**src/rtl/circuit_seq_pkg.sv**
```systemverilog
// Shared types and constants for the circuit equivalence sequencer.
package circuit_seq_pkg;

   localparam int VEC_W = 3;
   localparam int Y_W   = 2;
   localparam int ERR_W = 4;

   typedef enum logic [2:0] {IDLE, DRIVE, SETTLE, SAMPLE, DONE} seqState_e;

   // Johnson table is padded to eight entries so both tables share the same 3-bit index.
   localparam logic [7:0][VEC_W-1:0] BINARY_VECS =
      {3'b111, 3'b110, 3'b101, 3'b100, 3'b011, 3'b010, 3'b001, 3'b000};
   localparam logic [7:0][VEC_W-1:0] JOHNSON_VECS =
      {3'b000, 3'b000, 3'b001, 3'b011, 3'b111, 3'b110, 3'b100, 3'b000};

   function automatic logic [VEC_W-1:0] vecAt(input logic johnson, input logic [2:0] idx);
      return johnson ? JOHNSON_VECS[idx] : BINARY_VECS[idx];
   endfunction

   function automatic logic [2:0] lastIndex(input logic johnson);
      return johnson ? 3'd5 : 3'd7;
   endfunction

endpackage

```
**src/rtl/circuit_equiv_sequencer_if.sv**
```systemverilog
// Stimulus/result bundle between the sequencer (slave) and the harness around the three implementations (master).
interface circuit_equiv_sequencer_if;
   import circuit_seq_pkg::*;

   logic             start;
   logic             abort;
   logic             a;
   logic             b;
   logic             c;
   logic [Y_W-1:0]   y_sw;
   logic [Y_W-1:0]   y_as;
   logic [Y_W-1:0]   y_gt;
   logic             busy;
   logic             done;
   logic             pass;
   logic [ERR_W-1:0] err_count;
   logic             fail_valid;
   logic [VEC_W-1:0] fail_vec;
   logic [3*Y_W-1:0] fail_y;

   modport master (
      output start, abort, y_sw, y_as, y_gt,
      input  a, b, c, busy, done, pass, err_count, fail_valid, fail_vec, fail_y
   );

   modport slave (
      input  start, abort, y_sw, y_as, y_gt,
      output a, b, c, busy, done, pass, err_count, fail_valid, fail_vec, fail_y
   );

endinterface

```
**src/rtl/equiv_compare.sv**
```systemverilog
// Three-way comparator: flags any disagreement between the switch, assign and gate level results.
module equiv_compare
   import circuit_seq_pkg::*;
(
   input  logic [Y_W-1:0] ySw_i,
   input  logic [Y_W-1:0] yAs_i,
   input  logic [Y_W-1:0] yGt_i,
   output logic           mismatch_o
);

   assign mismatch_o = (ySw_i != yAs_i) || (yAs_i != yGt_i);

endmodule

```
**src/rtl/circuit_equiv_sequencer.sv**
```systemverilog
// Sweeps a shared (a,b,c) vector through three implementations of one circuit and
// reports whether their results agree on every vector after a settle time.
module circuit_equiv_sequencer
   import circuit_seq_pkg::*;
#(
   parameter int SETTLE_CYCLES = 4,
   parameter int SEQ_MODE      = 0
) (
   input logic                     clk,
   input logic                     rst_n,
   circuit_equiv_sequencer_if.slave bus
);

   localparam logic       JOHNSON     = (SEQ_MODE == 1);
   localparam logic [2:0] LAST_IDX    = lastIndex(JOHNSON);
   localparam logic [7:0] SETTLE_LOAD = 8'(SETTLE_CYCLES - 1);

   seqState_e        state_q, state_d;
   logic [2:0]       idx_q, idx_d;
   logic [7:0]       settleCnt_q, settleCnt_d;
   logic [VEC_W-1:0] vec_q, vec_d;
   logic             done_q, done_d;
   logic             pass_q, pass_d;
   logic [ERR_W-1:0] errCount_q, errCount_d;
   logic             failValid_q, failValid_d;
   logic [VEC_W-1:0] failVec_q, failVec_d;
   logic [3*Y_W-1:0] failY_q, failY_d;
   logic             mismatch;

   equiv_compare uCompare (
      .ySw_i      (bus.y_sw),
      .yAs_i      (bus.y_as),
      .yGt_i      (bus.y_gt),
      .mismatch_o (mismatch)
   );

   always_ff @(posedge clk or negedge rst_n) begin
      if (!rst_n) begin
         state_q     <= IDLE;
         idx_q       <= '0;
         settleCnt_q <= '0;
         vec_q       <= '0;
         done_q      <= 1'b0;
         pass_q      <= 1'b0;
         errCount_q  <= '0;
         failValid_q <= 1'b0;
         failVec_q   <= '0;
         failY_q     <= '0;
      end else begin
         state_q     <= state_d;
         idx_q       <= idx_d;
         settleCnt_q <= settleCnt_d;
         vec_q       <= vec_d;
         done_q      <= done_d;
         pass_q      <= pass_d;
         errCount_q  <= errCount_d;
         failValid_q <= failValid_d;
         failVec_q   <= failVec_d;
         failY_q     <= failY_d;
      end
   end

   // Abort overrides everything, including a simultaneous start.
   always_comb begin
      state_d     = state_q;
      idx_d       = idx_q;
      settleCnt_d = settleCnt_q;
      vec_d       = vec_q;
      done_d      = 1'b0;
      pass_d      = pass_q;
      errCount_d  = errCount_q;
      failValid_d = failValid_q;
      failVec_d   = failVec_q;
      failY_d     = failY_q;

      if (bus.abort) begin
         state_d = IDLE;
         vec_d   = '0;
         pass_d  = 1'b0;
      end else begin
         unique case (state_q)
            IDLE: begin
               vec_d = '0;
               if (bus.start) begin
                  state_d     = DRIVE;
                  idx_d       = '0;
                  errCount_d  = '0;
                  failValid_d = 1'b0;
                  failVec_d   = '0;
                  failY_d     = '0;
                  pass_d      = 1'b0;
               end
            end
            DRIVE: begin
               vec_d       = vecAt(JOHNSON, idx_q);
               settleCnt_d = SETTLE_LOAD;
               state_d     = SETTLE;
            end
            SETTLE: begin
               if (settleCnt_q == 8'd0) state_d = SAMPLE;
               else                     settleCnt_d = settleCnt_q - 8'd1;
            end
            SAMPLE: begin
               if (mismatch) begin
                  if (errCount_q != '1) errCount_d = errCount_q + 4'd1;
                  if (!failValid_q) begin
                     failValid_d = 1'b1;
                     failVec_d   = vec_q;
                     failY_d     = {bus.y_sw, bus.y_as, bus.y_gt};
                  end
               end
               if (idx_q == LAST_IDX) begin
                  state_d = DONE;
               end else begin
                  idx_d   = idx_q + 3'd1;
                  state_d = DRIVE;
               end
            end
            DONE: begin
               done_d  = 1'b1;
               pass_d  = (errCount_q == '0);
               vec_d   = '0;
               idx_d   = '0;
               state_d = IDLE;
            end
            default: state_d = IDLE;
         endcase
      end
   end

   assign bus.a          = vec_q[2];
   assign bus.b          = vec_q[1];
   assign bus.c          = vec_q[0];
   assign bus.busy       = (state_q != IDLE);
   assign bus.done       = done_q;
   assign bus.pass       = pass_q;
   assign bus.err_count  = errCount_q;
   assign bus.fail_valid = failValid_q;
   assign bus.fail_vec   = failVec_q;
   assign bus.fail_y     = failY_q;

endmodule

```
**src/flat_wrapper.sv**
```systemverilog
// flat-port wrapper written by rule: the top's interface ports become plain ports
module circuit_equiv_sequencer_flat import circuit_seq_pkg::*;
#(
   parameter int SETTLE_CYCLES = 4,
   parameter int SEQ_MODE      = 0
)
  (clk, rst_n, bus_start, bus_abort, bus_y_sw, bus_y_as, bus_y_gt, bus_a, bus_b, bus_c, bus_busy, bus_done, bus_pass, bus_err_count, bus_fail_valid, bus_fail_vec, bus_fail_y);
  circuit_equiv_sequencer_if bus_i ();
  input logic clk;
  input logic rst_n;
  input wire logic [$bits(bus_i.start)-1:0] bus_start;
  input wire logic [$bits(bus_i.abort)-1:0] bus_abort;
  input wire logic [$bits(bus_i.y_sw)-1:0] bus_y_sw;
  input wire logic [$bits(bus_i.y_as)-1:0] bus_y_as;
  input wire logic [$bits(bus_i.y_gt)-1:0] bus_y_gt;
  output wire logic [$bits(bus_i.a)-1:0] bus_a;
  output wire logic [$bits(bus_i.b)-1:0] bus_b;
  output wire logic [$bits(bus_i.c)-1:0] bus_c;
  output wire logic [$bits(bus_i.busy)-1:0] bus_busy;
  output wire logic [$bits(bus_i.done)-1:0] bus_done;
  output wire logic [$bits(bus_i.pass)-1:0] bus_pass;
  output wire logic [$bits(bus_i.err_count)-1:0] bus_err_count;
  output wire logic [$bits(bus_i.fail_valid)-1:0] bus_fail_valid;
  output wire logic [$bits(bus_i.fail_vec)-1:0] bus_fail_vec;
  output wire logic [$bits(bus_i.fail_y)-1:0] bus_fail_y;
  assign bus_i.start = bus_start;
  assign bus_i.abort = bus_abort;
  assign bus_i.y_sw = bus_y_sw;
  assign bus_i.y_as = bus_y_as;
  assign bus_i.y_gt = bus_y_gt;
  assign bus_a = bus_i.a;
  assign bus_b = bus_i.b;
  assign bus_c = bus_i.c;
  assign bus_busy = bus_i.busy;
  assign bus_done = bus_i.done;
  assign bus_pass = bus_i.pass;
  assign bus_err_count = bus_i.err_count;
  assign bus_fail_valid = bus_i.fail_valid;
  assign bus_fail_vec = bus_i.fail_vec;
  assign bus_fail_y = bus_i.fail_y;
  circuit_equiv_sequencer #(.SETTLE_CYCLES(SETTLE_CYCLES), .SEQ_MODE(SEQ_MODE)) u_core (.clk(clk), .rst_n(rst_n), .bus(bus_i));
endmodule
```
**config.mk**
```make
export PLATFORM = sky130hd
export DESIGN_NAME = circuit_equiv_sequencer_flat
export DESIGN_NICKNAME = d
export VERILOG_FILES = /design/src/rtl/circuit_seq_pkg.sv /design/src/rtl/circuit_equiv_sequencer_if.sv /design/src/rtl/equiv_compare.sv /design/src/rtl/circuit_equiv_sequencer.sv /design/src/flat_wrapper.sv
export SDC_FILE = /design/constraint.sdc
export NUM_CORES = 1
export LEC_CHECK = 0
export BUFFER_PORTS_ARGS = -buffer_cell sky130_fd_sc_hd__buf_2
export CORE_AREA = 2 2 59 61
export DETAILED_ROUTE_END_ITERATION = 8
export DIE_AREA = 0 0 61 63
export HOLD_SLACK_MARGIN = 0.05
export PLACE_DENSITY = 0.74
export SLEW_MARGIN = 5
export SYNTH_ARGS = -nofsm -noshare
export SYNTH_HDL_FRONTEND = slang
export SYNTH_SLANG_ARGS = --single-unit
```
**constraint.sdc**
```tcl
create_clock -name clk -period 2.6 [get_ports clk]
set_input_delay 0.52 -clock clk [delete_from_list [all_inputs] [get_ports clk]]
set_output_delay 0.52 -clock clk [all_outputs]
set_load 0.03 [all_outputs]
```
==> run metrics, run 1 <==
dpl hpwl 2560 um; period utilization 0.818; total power draw 1.27 mW; PwrDens ~650 nW/um^2; fin crit period approximately 2100 ps; Initial Util 0.520; Worst Max-Slew Pin Slew slightly above 700 ps; DR WL met2 1760 um; FFs w/ async S/R, synth 1.00; Net count, final 214; Seq cells post-synth 33; Mapped Nets 181; CTS Hold Buffers Added 0; TritonRoute pass-1 iters 4; CP max FO 9; ANT cells 0; YS warnings 0; CP endpoint kind register; setup TNS 0 ps; Routed met1 length 1470 um; VDD IR max 0.000281 V; drt wl/cell 14.1 um; port bufs 29; GRT Total Usage 0.208; Fmax 0.470 GHz; Synth Area per Inst 10.2 um^2; clk root buf clkbuf_4; Die Ht roughly 63 um; # DRC 0; via count 1,415; P_leak 0.949 nW; fillers 310; CTS clk-pin slew, worst paths between 100 and 150 ps; core area 3230 um^2; Vias/cell about 5.8; Die X between 60 and 70 um; Setup-failing EPs final 0; HP Class input pin to asynchronous set/reset pin; vias in the first global route 1,364; CTS H-tree depth 2; TritonCTS buffer count 5; first-pass GRT wire length 6090 um; highest metal used met4; final hold vios 0; sequential-to-total area share from yosys stat 0.491; ANT nets after route 0; Post-synth EDFFs 0; routability cong. 0.778; Netlist cell types 44; die area 3840 um^2; std cell rows 21; CP cell instances or3b_1 > a211o_1 > or3_1 > a32o_1; Mapped Area between 1500 and 2000 um^2; cell taking the most area after synthesis dfrtp_1; Worst Path Required about 2800 ps; share of cells above drive strength 1 0.221; skew final 16.3 ps; outcome complete, no violations; slowest CP cell or3_1; largest net degree at the start of global routing 34; final slew viol count 0; postcts setup bufs 0; Area contributors post-synth dfrtp_1 49%, a32o_1 5.4%, ha_1 4.5%, nand2_1 3.8%, nor2_1 2.7%; synth-to-layout area growth 16.1%; post-CTS resize count 0; maxcap violations 0; DR iter-0 viols 93; RSZ-0062 raised after global routing false; Synth top area share 0.491; Setup crit start kind register; # clock sinks 33; Post-Syn Instances 165; max_slew headroom 0.525; Crit path largest cell delay between 500 and 600 ps; initial antenna violation count 0; total congestion overflow 0; CP top delay family simple AND/OR/NAND/NOR gates; Routed WL 3460 um; pre-CTS setup slack roughly 270 ps; CTS tree yes; IO Pins 30; final worst slack 472 ps; clk_lat worst skew between 300 and 400 ps; CTS Buffer Depth 2; Crit path buffers/inverters 0; Arr. time, crit path 2350 ps; Setup Crit Path Kind register to register; met3 WL about 160 um; top_reg_cell synth dfrtp_1
==> through the flow <==
step / utilization / std cells / hold slack [ps] / instance area [um^2]
6_report: 0.604 / 245 / 217 / 1950
5_1_grt: 0.604 / 245 / 269 / 1950
4_1_cts: 0.604 / 245 / 236 / 1950
3_5_place_dp: 0.582 / 237 / 514 / 1880
3_3_place_gp: 0.582 / 237 / 501 / 1880
2_1_floorplan: - / 165 / 224 / 1680
==> cells in the final DEF (no fill, tap or decap), types with 3 or more instances in the layout <==
cell	netlist	layout
o31ai_1	3	3
buf_2	2	29
dfrtp_1	33	33
nand2_1	17	17
nor2_1	12	12
inv_1	9	9
nor3b_1	3	3
a21oi_1	7	7
clkbuf_4	0	5
ha_1	6	6
nor3_1	6	6
buf_4	0	5
a22oi_1	4	4
or4_1	3	3
o21ai_0	5	5
a32o_1	9	9
nand3_1	4	4
or3_1	5	5
==> registers in the layout (all words and copies together), names as in the netlist <==
signal,count
u_core.vec_q,3
u_core.bus.done,1
u_core.state_q,3
u_core.settleCnt_q,8
u_core.bus.fail_y,6
u_core.bus.pass,1
u_core.idx_q,3
u_core.bus.err_count,4
u_core.bus.fail_vec,3
u_core.bus.fail_valid,1
==> layer usage <==
layer,vias up,track usage
li1,670,-
met1,703,0.260
met2,35,0.336
met3,7,0.0497
met4,0,0.0897
met5,-,0
==> report_power, final <==
part	internal (mW)	switching [mW]	leakage, nW	total [mW]
Combinational	0.117	0.194	0.460	0.312
Clock	0.157	0.173	0.0413	0.329
Sequential	0.570	0.0549	0.448	0.625
Total	0.844	0.422	0.949	1.27
==> path summary, 6_finish.rpt <==
check                                                    endpoint  depth (start not counted)                        startpoint  slack (ps)
min in group clk                 u_core.bus.fail_y[1]$_DFFE_PN0P_                          2                       bus_y_gt[1]         420
worst min register to register   u_core.bus.fail_y[0]$_DFFE_PN0P_                          1  u_core.bus.fail_y[0]$_DFFE_PN0P_         530
max in group asynchronous        u_core.bus.fail_y[4]$_DFFE_PN0P_                          1                             rst_n        1910
worst min-delay path            u_core.settleCnt_q[6]$_DFFE_PN0P_                          1                             rst_n         220
worst max-delay path             u_core.bus.fail_y[2]$_DFFE_PN0P_                          4     u_core.state_q[1]$_DFFE_PN0P_         470
worst max register to register   u_core.bus.fail_y[2]$_DFFE_PN0P_                          4     u_core.state_q[1]$_DFFE_PN0P_         470
==> synth_stat cells (all sizes together), types with 3 or more instances <==
master,n
dfrtp,33
nand2,17
nor2,12
a32o,9
inv,9
a21oi,7
ha,6
nor3,6
o21ai,5
or3,5
a22oi,4
buf,4
clkbuf,4
nand3,4
nor3b,3
o31ai,3
or4,3
==> area by class of cell <==
| type | count | area, um^2 | share of cell area |
|---|---|---|---|
| flip-flops and latches | 33 | 826 | 0.423 |
| multi-input cells | 115 | 781 | 0.400 |
| repair buffers | 34 | 183 | 0.0936 |
| clock buffers | 7 | 65.1 | 0.0334 |
| well taps | 46 | 57.6 | 0.0295 |
| inverters | 9 | 33.8 | 0.0173 |
| clock inverters | 1 | 5.00 | 0.00257 |
==> cells by family after synthesis <==
logic type | Yosys count | share of synthesized area
muxes | 3 | 0.0186
and+or+nand+nor | 65 | 0.214
buffers and inverters | 17 | 0.0439
xor gates and xnor gates | 3 | 0.0156
DFF | 33 | 0.491
AOI/OAI and AO/OA | 38 | 0.171
adders and majority gates | 6 | 0.0447
No activity file was read; power rests on OpenSTA's default activity.
==> run 2: changes to the inputs <==
==> constraint.sdc (replaced) <==
create_clock -name clk -period 2 [get_ports clk]
set_input_delay 0.4 -clock clk [delete_from_list [all_inputs] [get_ports clk]]
set_output_delay 0.4 -clock clk [all_outputs]
set_load 0.03 [all_outputs]
==> run 2 against run 1 <==
  * Wire length rose by 8.1%
  * Worst hold slack got worse by 110 ps
  * Total power rose by 32%
  * Combinational power rose by 38%
  * Clock power rose by 31%
  * Critical path type unchanged
  * Highest routed layer unchanged
==> run metrics, run 2 (synthesized netlist as in run 1, its figures left out) <==
most frequent cells in the layout 33 x dfrtp_1, 29 x buf_2, 17 x nand2_1; total power draw 1.67 mW; GRT Total Usage 0.226; clk_lat worst skew roughly 340 ps; core area between 3000 and 4000 um^2; Worst Max-Slew Pin Slew approximately 740 ps; P_leak 0.977 nW; std cell rows 21; Initial Util 0.520; CTS Buffer Depth 2; period utilization 0.953; via count 1,422; port bufs 29; Setup crit start kind register; ANT nets after route 0; CTS clk-pin slew, worst paths 100 ps; total congestion overflow 0; Cells after DPL around 240; VDD IR max 0.000487 V; CTS tree yes; r2r setup slk 90 ps; Routed WL ~3700 um; skew final 8.84 ps; IO Pins 30; Net count, final 219; Vias/cell 5.69; Arr. time, crit path roughly 2100 ps; initial antenna violation count 0; final hold vios 0; Non-Filler Instances 250; vias in the first global route 1,436; final slew viol count 0; routability cong. between 0.8 and 0.9; Die X between 60 and 70 um; CTS Hold Buffers Added 0; r2r startpoint u_core.state_q[1]$_DFFE_PN0P_; largest net degree at the start of global routing 34; R2R Path End u_core.bus.fail_y[4]$_DFFE_PN0P_; outcome complete, no violations; Worst Reg-to-Reg Cells 4; dpl hpwl 2800 um; Setup Crit Path Kind register to register; fin crit period 1910 ps; DR iter-0 viols 67; RSZ-0062 raised after global routing false; Largest Register u_core.settleCnt_q; max_slew headroom 0.507; Hold WS 108 ps; PwrDens 839 nW/um^2; Setup-failing EPs final 0; first-pass GRT wire length around 6400 um; die area slightly below 4000 um^2; max reg flops 8; HP Class input pin to asynchronous set/reset pin; TritonRoute pass-1 iters 4; # DRC 0; synth-to-layout area growth 18.8%; CP endpoint kind register; Fmax 0.525 GHz; CP max FO 9; TritonCTS buffer count 5; Worst Path Required 2230 ps; share of cells above drive strength 1 0.250; commonest non-fill, non-tap cell in the layout dfrtp_1; Die Ht 63 um; CTS H-tree depth 2; # clock sinks 33; drt wl/cell 15.0 um; clk root buf clkbuf_4; ANT cells 0; maxcap violations 0
==> run 2: cell types whose count changed in the layout (fill, tap and decap cells not counted), sizes merged <==
cell,change
buf,+5
==> run 2: layer usage <==
metal	part of all wire	vias up	GRT usage
li1	-	686	-
met1	0.41	692	0.264
met2	0.53	33	0.371
met3	0.043	11	0.0766
met4	0.024	0	0.0897
met5	0	-	0
==> run 2: worst max-delay path, stage by stage (launching register included) <==
cell	delay (ps)
dfrtp_1	390
or3b_1	380
a211o_1	320
or3_4	440
a32o_1	270
==> run 2: cell type report <==
cell class	count	area (um^2)
flip-flops and latches	33	826
clock buffers	7	65.1
multi-input cells	115	788
clock inverters	1	5.00
repair buffers	39	220
well taps	46	57.6
fillers	280	1240
inverters	9	33.8
==> run 2: timing repair <==
action / CTS / global route
resized for setup: 1 / 1
gates cloned: 0 / 0
setup endpoints to repair: 9 / 3
buffers inserted: 0 / 0
pin swaps: 0 / 1
==> run 2: report_power, final <==
group | total (mW) | switching, mW | internal, mW
logic | 0.432 | 0.265 | 0.166
registers | 0.812 | 0.0708 | 0.742
clock network | 0.431 | 0.227 | 0.204
total | 1.67 | 0.563 | 1.11
==> run 2: how the worst max path moves through the flow <==
stage                                    endpoint                          start  slack (ps)
2_1_floorplan  u_core.bus.fail_vec[0]$_DFFE_PN0P_  u_core.state_q[1]$_DFFE_PN0P_          40
3_3_place_gp   u_core.bus.fail_vec[0]$_DFFE_PN0P_                      bus_start         -80
3_5_place_dp     u_core.bus.fail_y[4]$_DFFE_PN0P_                      bus_start        -120
4_1_cts          u_core.bus.fail_y[4]$_DFFE_PN0P_  u_core.state_q[1]$_DFFE_PN0P_          60
5_1_grt          u_core.bus.fail_y[2]$_DFFE_PN0P_  u_core.state_q[1]$_DFFE_PN0P_          30
6_report         u_core.bus.fail_y[4]$_DFFE_PN0P_  u_core.state_q[1]$_DFFE_PN0P_          90
==> run 2: stage by stage <==
| step | instance area, um^2 | TNS (ps) | setup WS [ps] | utilization |
|---|---|---|---|---|
| CTS | 1990 | 0 | 64.7 | 0.617 |
| finish | 2000 | 0 | 94.7 | 0.617 |
| global route | 2000 | 0 | 29.8 | 0.617 |
| detailed placement | 1920 | -993 | -116 | 0.593 |
| global placement | 1920 | -688 | -76.7 | 0.593 |
| floorplan | 1680 | 0 | 43.6 | - |
==> run 3: changes to the inputs <==
--- a/config.mk
+++ b/config.mk
@@ -6,12 +6,13 @@
 export NUM_CORES = 1
 export LEC_CHECK = 0
 export BUFFER_PORTS_ARGS = -buffer_cell sky130_fd_sc_hd__buf_2
-export CORE_AREA = 2 2 59 61
+export CORE_AREA = 2 2 60 62
 export DETAILED_ROUTE_END_ITERATION = 8
-export DIE_AREA = 0 0 61 63
+export DIE_AREA = 0 0 62 64
 export HOLD_SLACK_MARGIN = 0.05
-export PLACE_DENSITY = 0.74
+export PLACE_DENSITY = 0.75
 export SLEW_MARGIN = 5
 export SYNTH_ARGS = -nofsm -noshare
 export SYNTH_HDL_FRONTEND = slang
+export SYNTH_HIERARCHICAL = 1
 export SYNTH_SLANG_ARGS = --single-unit
==> run 3 against run 2 <==
  * Sequential cell count did not move
  * Synthesized cell count rose by 13%
  * Critical path depth fell by 1
  * Highest routed layer unchanged
==> run metrics, run 3 <==
outcome complete, no violations; TritonRoute pass-1 iters 4; max reg flops 8; period utilization 0.970; std cell rows 21; CP endpoint kind primary output; placed instance area 1960 um^2; # clock sinks 33; synth-to-layout area growth 13.5%; Comb power frac 0.216; Cell Int Power 0.971 mW; commonest non-fill, non-tap cell in the layout dfrtp_1; switching share of total power 0.338; most frequent cells in the layout 31 x dfrtp_1, 29 x buf_2, 25 x nand2_1; Hold WS 102 ps; Worst Path Required 1600 ps; cell taking the most area after synthesis dfrtp_1; CTS Buffer Depth 2; VDD IR max 0.000500 V; Vias/cell 5.74; Psw 0.495 mW; sequential power share 0.539; max_slew headroom 0.525; dpl hpwl 2830 um; Design Area, Final slightly above 2000 um^2; Non-Filler Instances 265; DR iter-0 viols 140; die area 3970 um^2; Seq cells post-synth 33; top_reg_cell synth dfrtp_1; initial antenna violation count 0; setup TNS 0 ps; FFs w/ async S/R, synth 1.00; clk root buf clkbuf_4; Worst Max-Slew Pin Slew 712 ps; Mapped Nets 202; Largest Register u_core/settleCnt_q; final hold vios 0; Routed WL 4010 um; Setup Crit Path Kind register to primary output; P_leak ~0.95 nW; final slew viol count 0; Mapped Area about 1800 um^2; Area contributors post-synth dfrtp_1 47%, nand2_1 5.3%, ha_1 4.2%, o21ai_0 2.8%, o21ai_1 2.8%; total congestion overflow 0; port bufs 29; # DRC 0; CTS H-tree depth 2; count leader, synth dfrtp_1; postcts setup bufs 0; ANT nets after route 0; core area roughly 3300 um^2; via count 1,521; sequential-to-total area share from yosys stat 0.466; clock network power share 0.244; IO Pins 30; RSZ-0062 raised after global routing false; Die X 62 um; Setup crit start kind register; Netlist cell types 45; clk_lat worst skew between 300 and 400 ps; Setup-failing EPs final 0; maxcap violations 0; Initial Util 0.539; share of cells above drive strength 1 0.251; largest net degree at the start of global routing 34; CTS clk-pin slew, worst paths 100 ps; CTS tree yes; GRT Total Usage 0.225; ANT cells 0; HP Class input pin to asynchronous set/reset pin; CP max FO 9; fin util 0.612; vias in the first global route 1,495; Arr. time, crit path between 1500 and 2000 ps; TritonCTS buffer count 5; fin crit period 1940 ps; Synth Area per Inst 9.53 um^2; routability cong. 0.865; YS warnings 6; Die Ht 64 um; Net count, final 234; Fmax 0.515 GHz; first-pass GRT wire length 6610 um; Post-synth EDFFs 0; post-CTS resize count 0; Post-Syn Instances 186; Cells after DPL ~260; drt wl/cell 15.1 um; PwrDens about 730 nW/um^2; skew final 8.68 ps; top cells by count, synth 33 x dfrtp_1, 25 x nand2_1, 11 x nor2_1; CTS Hold Buffers Added 0; Synth top area share 0.466
==> run 3: layer usage <==
metal  GRT usage  wire [um]  vias up
met5           0          0        -
met4       0.109         46        0
met3      0.0628        221        6
met2       0.341       2040       44
met1       0.288       1700      737
li1            -          -      734
==> run 3: power groups by stage <==
stage / combinational, mW / clock, mW / sequential (mW)
2_1_floorplan: 0.215 / 0 / 0.802
3_3_place_gp: 0.305 / 0 / 0.796
3_5_place_dp: 0.315 / 0 / 0.801
4_1_cts: 0.316 / 0.374 / 0.788
5_1_grt: 0.354 / 0.407 / 0.799
6_report: 0.317 / 0.358 / 0.791
==> run 3: final cells by class <==
| type | instances | area (um^2) |
|---|---|---|
| well taps | 46 | 57.6 |
| clock buffers | 6 | 41.3 |
| fillers | 325 | 1270 |
| multi-input cells | 134 | 857 |
| flip-flops and latches | 33 | 828 |
| clock inverters | 2 | 10.0 |
| inverters | 11 | 41.3 |
| repair buffers | 33 | 175 |
==> run 3: cells by family (layout without fill, tap and decap cells) <==
group	count (synthesis)	in the layout	share of synthesized area
simple gates	76	76	0.238
flops	33	33	0.466
compound gates	47	47	0.171
buf+inv	19	52	0.0501
fa+ha+maj	6	6	0.0424
mux	4	4	0.0233
xor+xnor	1	1	0.00918
==> run 3: worst max-delay path, cell delays in order (launching register included) <==
cell     delay, ps
dfrtp_2        470
buf_4          190
or3_1          360
buf_2          190
==> run 3: through the flow <==
| stage | power (mW) | setup WS (ps) |
|---|---|---|
| after floorplan | 1.02 | 417 |
| after global placement | 1.10 | 270 |
| after detailed placement | 1.12 | 232 |
| after CTS | 1.48 | 28.2 |
| after global routing | 1.56 | 11.3 |
| final | 1.47 | 59.1 |
==> run 3: path summary, 6_finish.rpt <==
kind,endpoint,startpoint,depth (start not counted),slack [ps]
worst max-delay path,bus_busy,u_core/state_q[1]$_DFFE_PN0P_,3,60
worst min-delay path,u_core/bus.fail_y[4]$_DFFE_PN0P_,rst_n,1,100
worst max register to register,u_core/state_q[0]$_DFFE_PN0P_,u_core/settleCnt_q[0]$_DFFE_PN0P_,6,250
worst min register to register,u_core/bus.fail_y[5]$_DFFE_PN0P_,u_core/bus.fail_y[5]$_DFFE_PN0P_,2,490
max in group asynchronous,u_core/state_q[1]$_DFFE_PN0P_,rst_n,1,1410
min in group clk,u_core/bus.fail_y[3]$_DFFE_PN0P_,bus_y_as[1],3,300
